--- src/rtl/irq_vector_ctrl_if.sv ---
// Redirect/interrupt bundle between the interrupt sources, the vector controller
// and the PC-select stage.
interface irq_vector_ctrl_if #(
   parameter int NIRQ = 4
);
   logic [NIRQ-1:0] irq_in;
   logic [NIRQ-1:0] irq_mask;
   logic            irq_done;
   logic            INT;
   logic [31:0]     entryPoint;
   logic            in_service;
   logic [3:0]      active_id;
   logic [NIRQ-1:0] pending;

   modport master (
      output irq_in, irq_mask, irq_done,
      input  INT, entryPoint, in_service, active_id, pending
   );

   modport slave (
      input  irq_in, irq_mask, irq_done,
      output INT, entryPoint, in_service, active_id, pending
   );
endinterface

--- src/rtl/irq_vector_ctrl.sv ---
// Non-nesting interrupt vector controller: boots the CPU to BOOT_VEC, then turns
// latched edge requests into one-cycle INT/entryPoint redirects, lowest index first.
module irq_vector_ctrl #(
   parameter int          NIRQ       = 4,
   parameter logic [31:0] BOOT_VEC   = 32'h28,
   parameter logic [31:0] VEC_BASE   = 32'h100,
   parameter logic [31:0] VEC_STRIDE = 32'h10
) (
   input  logic                clk,
   input  logic                rst,
   irq_vector_ctrl_if.slave    bus
);

   typedef enum logic [1:0] {BOOT, IDLE, FIRE, SERVICE} state_t;

   state_t          state;
   logic [NIRQ-1:0] prev;
   logic [NIRQ-1:0] rise;
   logic [NIRQ-1:0] eligible;
   logic [NIRQ-1:0] take_mask;
   logic [3:0]      take_id;
   logic [31:0]     take_vec;

   // Lowest-index eligible request wins; take_mask is its one-hot clear mask.
   always_comb begin
      rise      = bus.irq_in & ~prev;
      eligible  = bus.pending & ~bus.irq_mask;
      take_id   = 4'd0;
      take_mask = '0;
      for (int i = NIRQ - 1; i >= 0; i--) begin
         if (eligible[i]) begin
            take_id   = 4'(i);
            take_mask = '0;
            take_mask[i] = 1'b1;
         end
      end
      take_vec = VEC_BASE + ({28'd0, take_id} * VEC_STRIDE);
   end

   always_ff @(posedge clk or posedge rst) begin
      if (rst) begin
         state          <= BOOT;
         bus.INT        <= 1'b1;
         bus.entryPoint <= BOOT_VEC;
         bus.pending    <= '0;
         bus.in_service <= 1'b0;
         bus.active_id  <= 4'd0;
         prev           <= '0;
      end else begin
         prev <= bus.irq_in;
         // A fresh edge on the bit being taken this cycle re-arms it (set wins).
         if (state == IDLE && eligible != '0)
            bus.pending <= (bus.pending & ~take_mask) | rise;
         else
            bus.pending <= bus.pending | rise;

         case (state)
            BOOT: begin
               state   <= IDLE;
               bus.INT <= 1'b0;
            end
            IDLE: begin
               if (eligible != '0) begin
                  state          <= FIRE;
                  bus.INT        <= 1'b1;
                  bus.entryPoint <= take_vec;
                  bus.active_id  <= take_id;
                  bus.in_service <= 1'b1;
               end
            end
            FIRE: begin
               state   <= SERVICE;
               bus.INT <= 1'b0;
            end
            SERVICE: begin
               if (bus.irq_done) begin
                  state          <= IDLE;
                  bus.in_service <= 1'b0;
               end
            end
            default: begin
               state   <= IDLE;
               bus.INT <= 1'b0;
            end
         endcase
      end
   end

endmodule

--- src/flat_wrapper.sv ---
// flat-port wrapper written by rule: the top's interface ports become plain ports
module irq_vector_ctrl_flat 
#(
   parameter int          NIRQ       = 4,
   parameter logic [31:0] BOOT_VEC   = 32'h28,
   parameter logic [31:0] VEC_BASE   = 32'h100,
   parameter logic [31:0] VEC_STRIDE = 32'h10
)
  (clk, rst, bus_irq_in, bus_irq_mask, bus_irq_done, bus_INT, bus_entryPoint, bus_in_service, bus_active_id, bus_pending);
  irq_vector_ctrl_if #(.NIRQ(NIRQ)) bus_i ();
  input  logic clk;
  input  logic rst;
  input wire logic [$bits(bus_i.irq_in)-1:0] bus_irq_in;
  input wire logic [$bits(bus_i.irq_mask)-1:0] bus_irq_mask;
  input wire logic [$bits(bus_i.irq_done)-1:0] bus_irq_done;
  output wire logic [$bits(bus_i.INT)-1:0] bus_INT;
  output wire logic [$bits(bus_i.entryPoint)-1:0] bus_entryPoint;
  output wire logic [$bits(bus_i.in_service)-1:0] bus_in_service;
  output wire logic [$bits(bus_i.active_id)-1:0] bus_active_id;
  output wire logic [$bits(bus_i.pending)-1:0] bus_pending;
  assign bus_i.irq_in = bus_irq_in;
  assign bus_i.irq_mask = bus_irq_mask;
  assign bus_i.irq_done = bus_irq_done;
  assign bus_INT = bus_i.INT;
  assign bus_entryPoint = bus_i.entryPoint;
  assign bus_in_service = bus_i.in_service;
  assign bus_active_id = bus_i.active_id;
  assign bus_pending = bus_i.pending;
  irq_vector_ctrl #(.NIRQ(NIRQ), .BOOT_VEC(BOOT_VEC), .VEC_BASE(VEC_BASE), .VEC_STRIDE(VEC_STRIDE)) u_core (.clk(clk), .rst(rst), .bus(bus_i));
endmodule
--- config.mk ---
export PLATFORM = sky130hd
export DESIGN_NAME = irq_vector_ctrl_flat
export DESIGN_NICKNAME = d
export VERILOG_FILES = /design/src/rtl/irq_vector_ctrl_if.sv /design/src/rtl/irq_vector_ctrl.sv /design/src/flat_wrapper.sv
export SDC_FILE = /design/constraint.sdc
export NUM_CORES = 1
export LEC_CHECK = 0
export ABC_AREA = 0
export BUFFER_PORTS_ARGS = -buffer_cell sky130_fd_sc_hd__buf_2
export CAP_MARGIN = 20
export CORE_MARGIN = 2
export CORE_UTILIZATION = 48
export DETAILED_ROUTE_END_ITERATION = 10
export GPL_TIMING_DRIVEN = 1
export PLACE_DENSITY = 0.92
export SLEW_MARGIN = 5
export SYNTH_ARGS = -nofsm -noshare
export SYNTH_HDL_FRONTEND = slang
export SYNTH_SLANG_ARGS = --single-unit
--- constraint.sdc ---
create_clock -name clk -period 2.45 [get_ports clk]
set_input_delay 0.3675 -clock clk [delete_from_list [all_inputs] [get_ports clk]]
set_output_delay 0.3675 -clock clk [all_outputs]
set_load 0.05 [all_outputs]
==> impl_metrics.csv, run 1 <==
group,metric,value,unit
run_status,outcome,"finished, final reports clean",
setup_path,cp_slowest_cell,"dfrtp_1",
setup_path,crit_required,2.63,ns
synth,yosys.area.top_type_share,0.339,
clock_network,cts_tree,"built",
power_and_ir_drop,leakage,0.574,nW
setup_path,critPathBufInv,2,
setup_path,critPathKind,"reg2reg",
synth,yosysSeqAreaShare,0.415,
route,ant_nets,0,
clock_network,post_cts_buffers,0,
setup_path,start_kind,"flop",
route,drt-wirelength-per-cell,9.83,µm
power_and_ir_drop,ir_worst_vdd,0.000712,V
sta,finalClockSkew,0.00325,ns
clock_network,hold_buffers,0,
finish,nets,143,
floorplan,fp.dieH,50.4,µm
sta,finalSetupViolCount,0,
sta,worst_slew_pin_slew,0.608,ns
sta,setup_tns,0,ns
synth,synth_ff_type,"dfrtp_1",
route,drtPass1Iterations,4,
flow_run,drv_cap,0,
grt,grt_pass1_vias,610,
power_and_ir_drop,power.share.switching,0.535,
floorplan,fp-row-count,16,
sta,fmax,602,MHz
place,place.gp.congestion,0.689,
synth,synth_area_leaders,"dfrtp_1, buf_4, dfstp_2",
setup_path,reg2regPathDepth,5,
power_and_ir_drop,p_seq_frac,0.331,
power_and_ir_drop,p_int,0.000648,W
place,placed_area,1050,µm²
synth,syn_area,1030,µm²
route,drt_iter0_markers,5,
finish,diodes,0,
sta,fin_crit,1.66,ns
floorplan,die_x,50.4,µm
clock_network,cts.htree.levels,1,
setup_path,reg2reg_from,"u_core.state[1]$_DFFE_PP0P_",
finish,area.growth.synth_to_final,3.99,%
route,num_vias,670,
power_and_ir_drop,p_per_area,1300,nW/µm²
grt,grt_max_degree,18,
grt,grt_pass1_wl,2470,µm
sta,period_share,0.677,
route,drc,0,
sta,slew_viol_final,0,
setup_path,crit_path_max_fanout,13,
setup_path,r2r_end,"u_core.state[1]$_DFFE_PP0P_",
sta,hold_viol,0,
worst_hold_path,min-delay-path-class,"in2async",
grt,gr-total-overflow,0,
finish,drive_above_1_share,0.283,
sta,slew_headroom,0.594,
floorplan,die_area,2540,µm²
power_and_ir_drop,power_frac_comb,0.564,
clock_network,cts_buffers,3,
synth,async_reset_ff_frac,1.00,
grt,grt_usage,0.126,
power_and_ir_drop,p_sw,0.000746,W
setup_path,cp_top_family,"flip-flops",
finish,fin_area,1080,µm²
power_and_ir_drop,clkPwrFrac,0.105,
setup_path,r2r_slack,0.79,ns
route,routed_wl,1510,µm
synth,syn_avg_cell_area,9.95,µm²
clock_network,cts.path.max_buffers,2,
sta,rsz0062_at_grt,"no",
setup_path,arrival,1.84,ns
setup_path,slowest_delay,0.42,ns
floorplan,start_util,0.517,
place,dpl.hpwl,1250,µm
synth,synth_common_cells,"buf_4, dfrtp_1, a21oi_1, inv_1, o21ai_0",
floorplan,ios,53,
synth,yosysMostFrequentCell,"buf_4",
place,port_buffers,22,
floorplan,core,2000,µm²
synth,syn_inst,104,
synth,ys_seq_elements,17,
synth,synth_cell_types,22,
setup_path,end_kind,"flop",
synth,synth_warnings,0,
route,viasPerCell,4.35,
clock_network,clkTransAtPathRegs,0.10,ns
power_and_ir_drop,totalPowerFinal,0.00139,W
setup_path,cp_cell_sequence,"inv_1 > ha_1 > inv_1 > o21ai_2 > mux2_4",
clock_network,cts_sinks,17,
synth,yosysTopAreaCell,"dfrtp_1",
synth,synth_edf_count,0,
clock_network,cts.repair.resized,0,
setup_path,path_depth,5,
setup_path,crit_top_cell,"inv_1",
clock_network,worstSkewPairLatency,0.28,ns
clock_network,cts_root_buf,"clkbuf_4",
grt,grt_antenna_before_repair,0,
cell usage in the layout, fill, tap and decap left out, types with 2 or more instances in the layout:
cell type and instances:
conb_1 30, buf_2 22, dfrtp_1 14, inv_1 9
o21ai_0 9, a21oi_1 9, nand2_1 5, nand2b_4 4
ha_1 4, nand2b_1 3, clkbuf_4 3, dfstp_2 3
nand3_1 2
flip-flops by register name, summed over array words and instances (netlist names):
| register | count |
|---|---|
| u_core.bus.pending | 4 |
| u_core.bus.INT | 1 |
| u_core.bus.active_id | 2 |
| u_core.prev | 4 |
| u_core.bus.in_service | 1 |
| u_core.state | 2 |
| u_core.bus.entryPoint | 3 |
per-stage QoR:
stage | hold WS, ns | setup slack, ns | cells | util
finish | 0.135 | 0.790 | 154 | 0.538
global route | 0.186 | 0.642 | 154 | 0.538
CTS | 0.156 | 0.777 | 154 | 0.538
detailed placement | 0.429 | 0.794 | 150 | 0.524
global placement | 0.402 | 0.867 | 150 | 0.524
floorplan | 0.291 | 0.985 | 133 | -
worst max path at each step:
stage,start,slack [ns],end
after floorplan,u_core.bus.pending[1]$_DFF_PP0_,0.99,u_core.state[1]$_DFFE_PP0P_
after global placement,u_core.state[1]$_DFFE_PP0P_,0.87,u_core.state[1]$_DFFE_PP0P_
after detailed placement,u_core.state[1]$_DFFE_PP0P_,0.79,u_core.state[1]$_DFFE_PP0P_
after CTS,u_core.state[1]$_DFFE_PP0P_,0.78,u_core.state[1]$_DFFE_PP0P_
after global routing,u_core.state[1]$_DFFE_PP0P_,0.64,u_core.state[1]$_DFFE_PP0P_
final,u_core.state[1]$_DFFE_PP0P_,0.79,u_core.state[1]$_DFFE_PP0P_
cells by family (layout without fill, tap and decap cells):
kind of cell | count (synthesis) | after routing | synth area share
AO/OA/AOI/OAI | 22 | 22 | 0.117
AND/OR/NAND/NOR | 18 | 18 | 0.139
flip-flops | 17 | 17 | 0.415
buffers and inverters | 41 | 35 | 0.262
adder cells (fa/ha/maj) | 4 | 4 | 0.0484
multiplexers | 1 | 1 | 0.0145
other | 1 | 30 | 0.00362
power by group through the flow:
stage | logic (W) | registers, W | clock network [W]
after global placement | 0.000767 | 0.000463 | 0
after CTS | 0.000794 | 0.000463 | 0.000148
final | 0.000787 | 0.000461 | 0.000147
after global routing | 0.000849 | 0.000472 | 0.000161
after floorplan | 0.000465 | 0.000697 | 0
after detailed placement | 0.000789 | 0.000468 | 0
routing by layer:
layer	part of all wire	track usage
met1	0.42	0.151
met2	0.49	0.219
met3	0.074	0.0268
met4	0.013	0.0541
met5	0	0
final cells by class:
cell class / instances / area [µm²]
Clock buffer: 4 / 26.3
Inverter: 9 / 33.8
Fill cell: 191 / 926
Tap cell: 27 / 33.8
Multi-Input combinational cell: 75 / 443
Timing Repair Buffer: 22 / 110
Sequential cell: 17 / 429
worst register-to-register path, cell delays in order, from the launching register on:
cell and delay, ns:
dfrtp_1 0.42, inv_1 0.09, ha_1 0.39, inv_1 0.16
o21ai_2 0.18, mux2_4 0.30
(Power assumes the default switching activity.)
==> run 2: changes to the inputs <==
CORE_UTILIZATION = 44   (was 48)
PLACE_DENSITY = 0.86   (was 0.92)
clock period = 1.7 ns   (was 2.45 ns; I/O delays follow)
==> run 2 against run 1 <==
  * Sequential cell count is the same
  * Final cell count grew 1.3%
  * Critical endpoint unchanged
  * Utilization shrank 4.7 points
  * Hold slack lost 0.11 ns
  * Total power grew 44%
  * Fmax grew 23%
==> impl_metrics.csv, run 2 (synthesis results as in run 1) <==
group,metric,value,unit
route,routed_wl,1390,µm
setup_path,start_kind,"flop",
grt,gr-total-overflow,0,
sta,fmax,740,MHz
finish,layout_commonest_cell,"conb_1",
sta,fin_crit,1.35,ns
route,drt_iter0_markers,2,
clock_network,post_cts_buffers,0,
grt,grt_pass1_wl,2550,µm
setup_path,r2r_slack,0.35,ns
clock_network,cts_tree,"built",
clock_network,hold_buffers,0,
clock_network,clkTransAtPathRegs,0.09,ns
sta,setup_ws,0.348,ns
place,dpl.hpwl,1180,µm
finish,diodes,0,
finish,area.growth.synth_to_final,4.84,%
place,dp_cells,152,
place,port_buffers,22,
sta,finalClockSkew,0.00231,ns
place,dp_slack,0.359,ns
grt,grt_usage,0.124,
setup_path,end_kind,"flop",
power_and_ir_drop,leakage,0.579,nW
setup_path,arrival,1.53,ns
finish,drive_above_1_share,0.289,
setup_path,r2r_end,"u_core.state[1]$_DFFE_PP0P_",
power_and_ir_drop,p_per_area,1860,nW/µm²
sta,hold_viol,0,
setup_path,reg2reg_from,"u_core.state[1]$_DFFE_PP0P_",
finish,nets,144,
floorplan,fp.dieH,52.5,µm
route,viasPerCell,4.21,
sta,setup_tns,0,ns
floorplan,core,2210,µm²
route,drc,0,
setup_path,crit_path_max_fanout,4,
finish,stdcell_count,156,
setup_path,cp_slowest_cell,"dfrtp_1",
flow_run,drv_cap,0,
clock_network,cts_root_buf,"clkbuf_4",
clock_network,worstSkewPairLatency,0.28,ns
setup_path,crit_top_cell,"inv_1",
worst_hold_path,min-delay-path-class,"in2async",
route,drt-wirelength-per-cell,8.91,µm
setup_path,crit_required,1.87,ns
place,place.gp.congestion,0.683,
route,num_vias,657,
setup_path,critPathKind,"reg2reg",
clock_network,cts.repair.resized,0,
setup_path,slowest_delay,0.42,ns
sta,finalSetupViolCount,0,
clock_network,cts.path.max_buffers,2,
finish,fill_cells,209,
floorplan,die_area,2760,µm²
setup_path,cp_cell_sequence,"inv_1 > ha_1 > inv_1 > o21ai_2 > mux2_4",
sta,worst_slew_pin_slew,0.601,ns
setup_path,worstSetupStartpoint,"u_core.state[1]$_DFFE_PP0P_",
sta,period_share,0.795,
floorplan,ios,53,
floorplan,start_util,0.468,
sta,slew_viol_final,0,
floorplan,die_x,52.5,µm
setup_path,reg2regPathDepth,5,
finish,layout_common_cells,"conb_1, buf_2, dfrtp_1",
clock_network,cts_sinks,17,
clock_network,cts_buffers,3,
floorplan,fp-row-count,17,
grt,grt_max_degree,18,
route,ant_nets,0,
finish,fin_util,0.490,
run_status,outcome,"finished, final reports clean",
power_and_ir_drop,ir_worst_vdd,0.00110,V
setup_path,worstSetupEndpoint,"u_core.state[1]$_DFFE_PP0P_",
finish,seqCellArea,429,µm²
clock_network,cts.htree.levels,1,
sta,slew_headroom,0.599,
grt,grt_antenna_before_repair,0,
finish,reg.largest.list,"u_core.bus.pending: 4 flops, u_core.prev: 4 flops, u_core.bus.entryPoint: 3 flops",
finish,multi_input_area,443,µm²
route,drtPass1Iterations,2,
sta,rsz0062_at_grt,"no",
grt,grt_pass1_vias,597,
power_and_ir_drop,totalPowerFinal,0.00201,W
run 2: worst min-delay path by stage:
| stage | cells past startpoint | from | slack (ns) | to |
|---|---|---|---|---|
| floorplan | 1 | rst | 0.18 | u_core.bus.active_id[0]$_DFFE_PP0N_ |
| CTS | 2 | rst | 0.05 | u_core.bus.in_service$_DFFE_PP0P_ |
| global route | 1 | bus_irq_in[0] | 0.07 | u_core.prev[0]$_DFF_PP0_ |
| detailed placement | 2 | rst | 0.37 | u_core.bus.pending[0]$_DFF_PP0_ |
| finish | 2 | rst | 0.03 | u_core.prev[0]$_DFF_PP0_ |
| global placement | 2 | rst | 0.35 | u_core.prev[0]$_DFF_PP0_ |
run 2: layout make-up:
class / count / share of cell area
Inverter: 9 / 0.0311
Clock buffer: 4 / 0.0242
Sequential cell: 17 / 0.396
Tap cell: 28 / 0.0323
Multi-Input combinational cell: 75 / 0.408
Timing Repair Buffer: 23 / 0.108
run 2: where the power goes:
group	switching [W]	total, W	internal (W)
clock	0.000114	0.000205	0.0000910
sequential	0.000108	0.000660	0.000552
combinational	0.000844	0.00115	0.000304
run 2: critical path, delay by kind of cell, from the launching register on:
family,cells,cell delay [ns]
flip-flops,1,0.42
multiplexers,1,0.31
AO/OA/AOI/OAI,1,0.16
buffers and inverters,2,0.18
adder cells (fa/ha/maj),1,0.17
run 2: per-stage QoR:
| step | hold slack, ns | area [µm²] |
|---|---|---|
| after floorplan | 0.179 | 1140 |
| after global placement | 0.351 | 1060 |
| after detailed placement | 0.367 | 1060 |
| after CTS | 0.0533 | 1080 |
| after global routing | 0.0660 | 1080 |
| final | 0.0263 | 1080 |
run 2: layer usage:
metal,up-vias,part of all wire,global-route usage,routed length [µm]
met5,-,0,0,0
met4,0,0.013,0.0513,18
met3,2,0.11,0.0343,154
met2,40,0.47,0.215,655
met1,290,0.40,0.144,561
li1,325,-,-,-
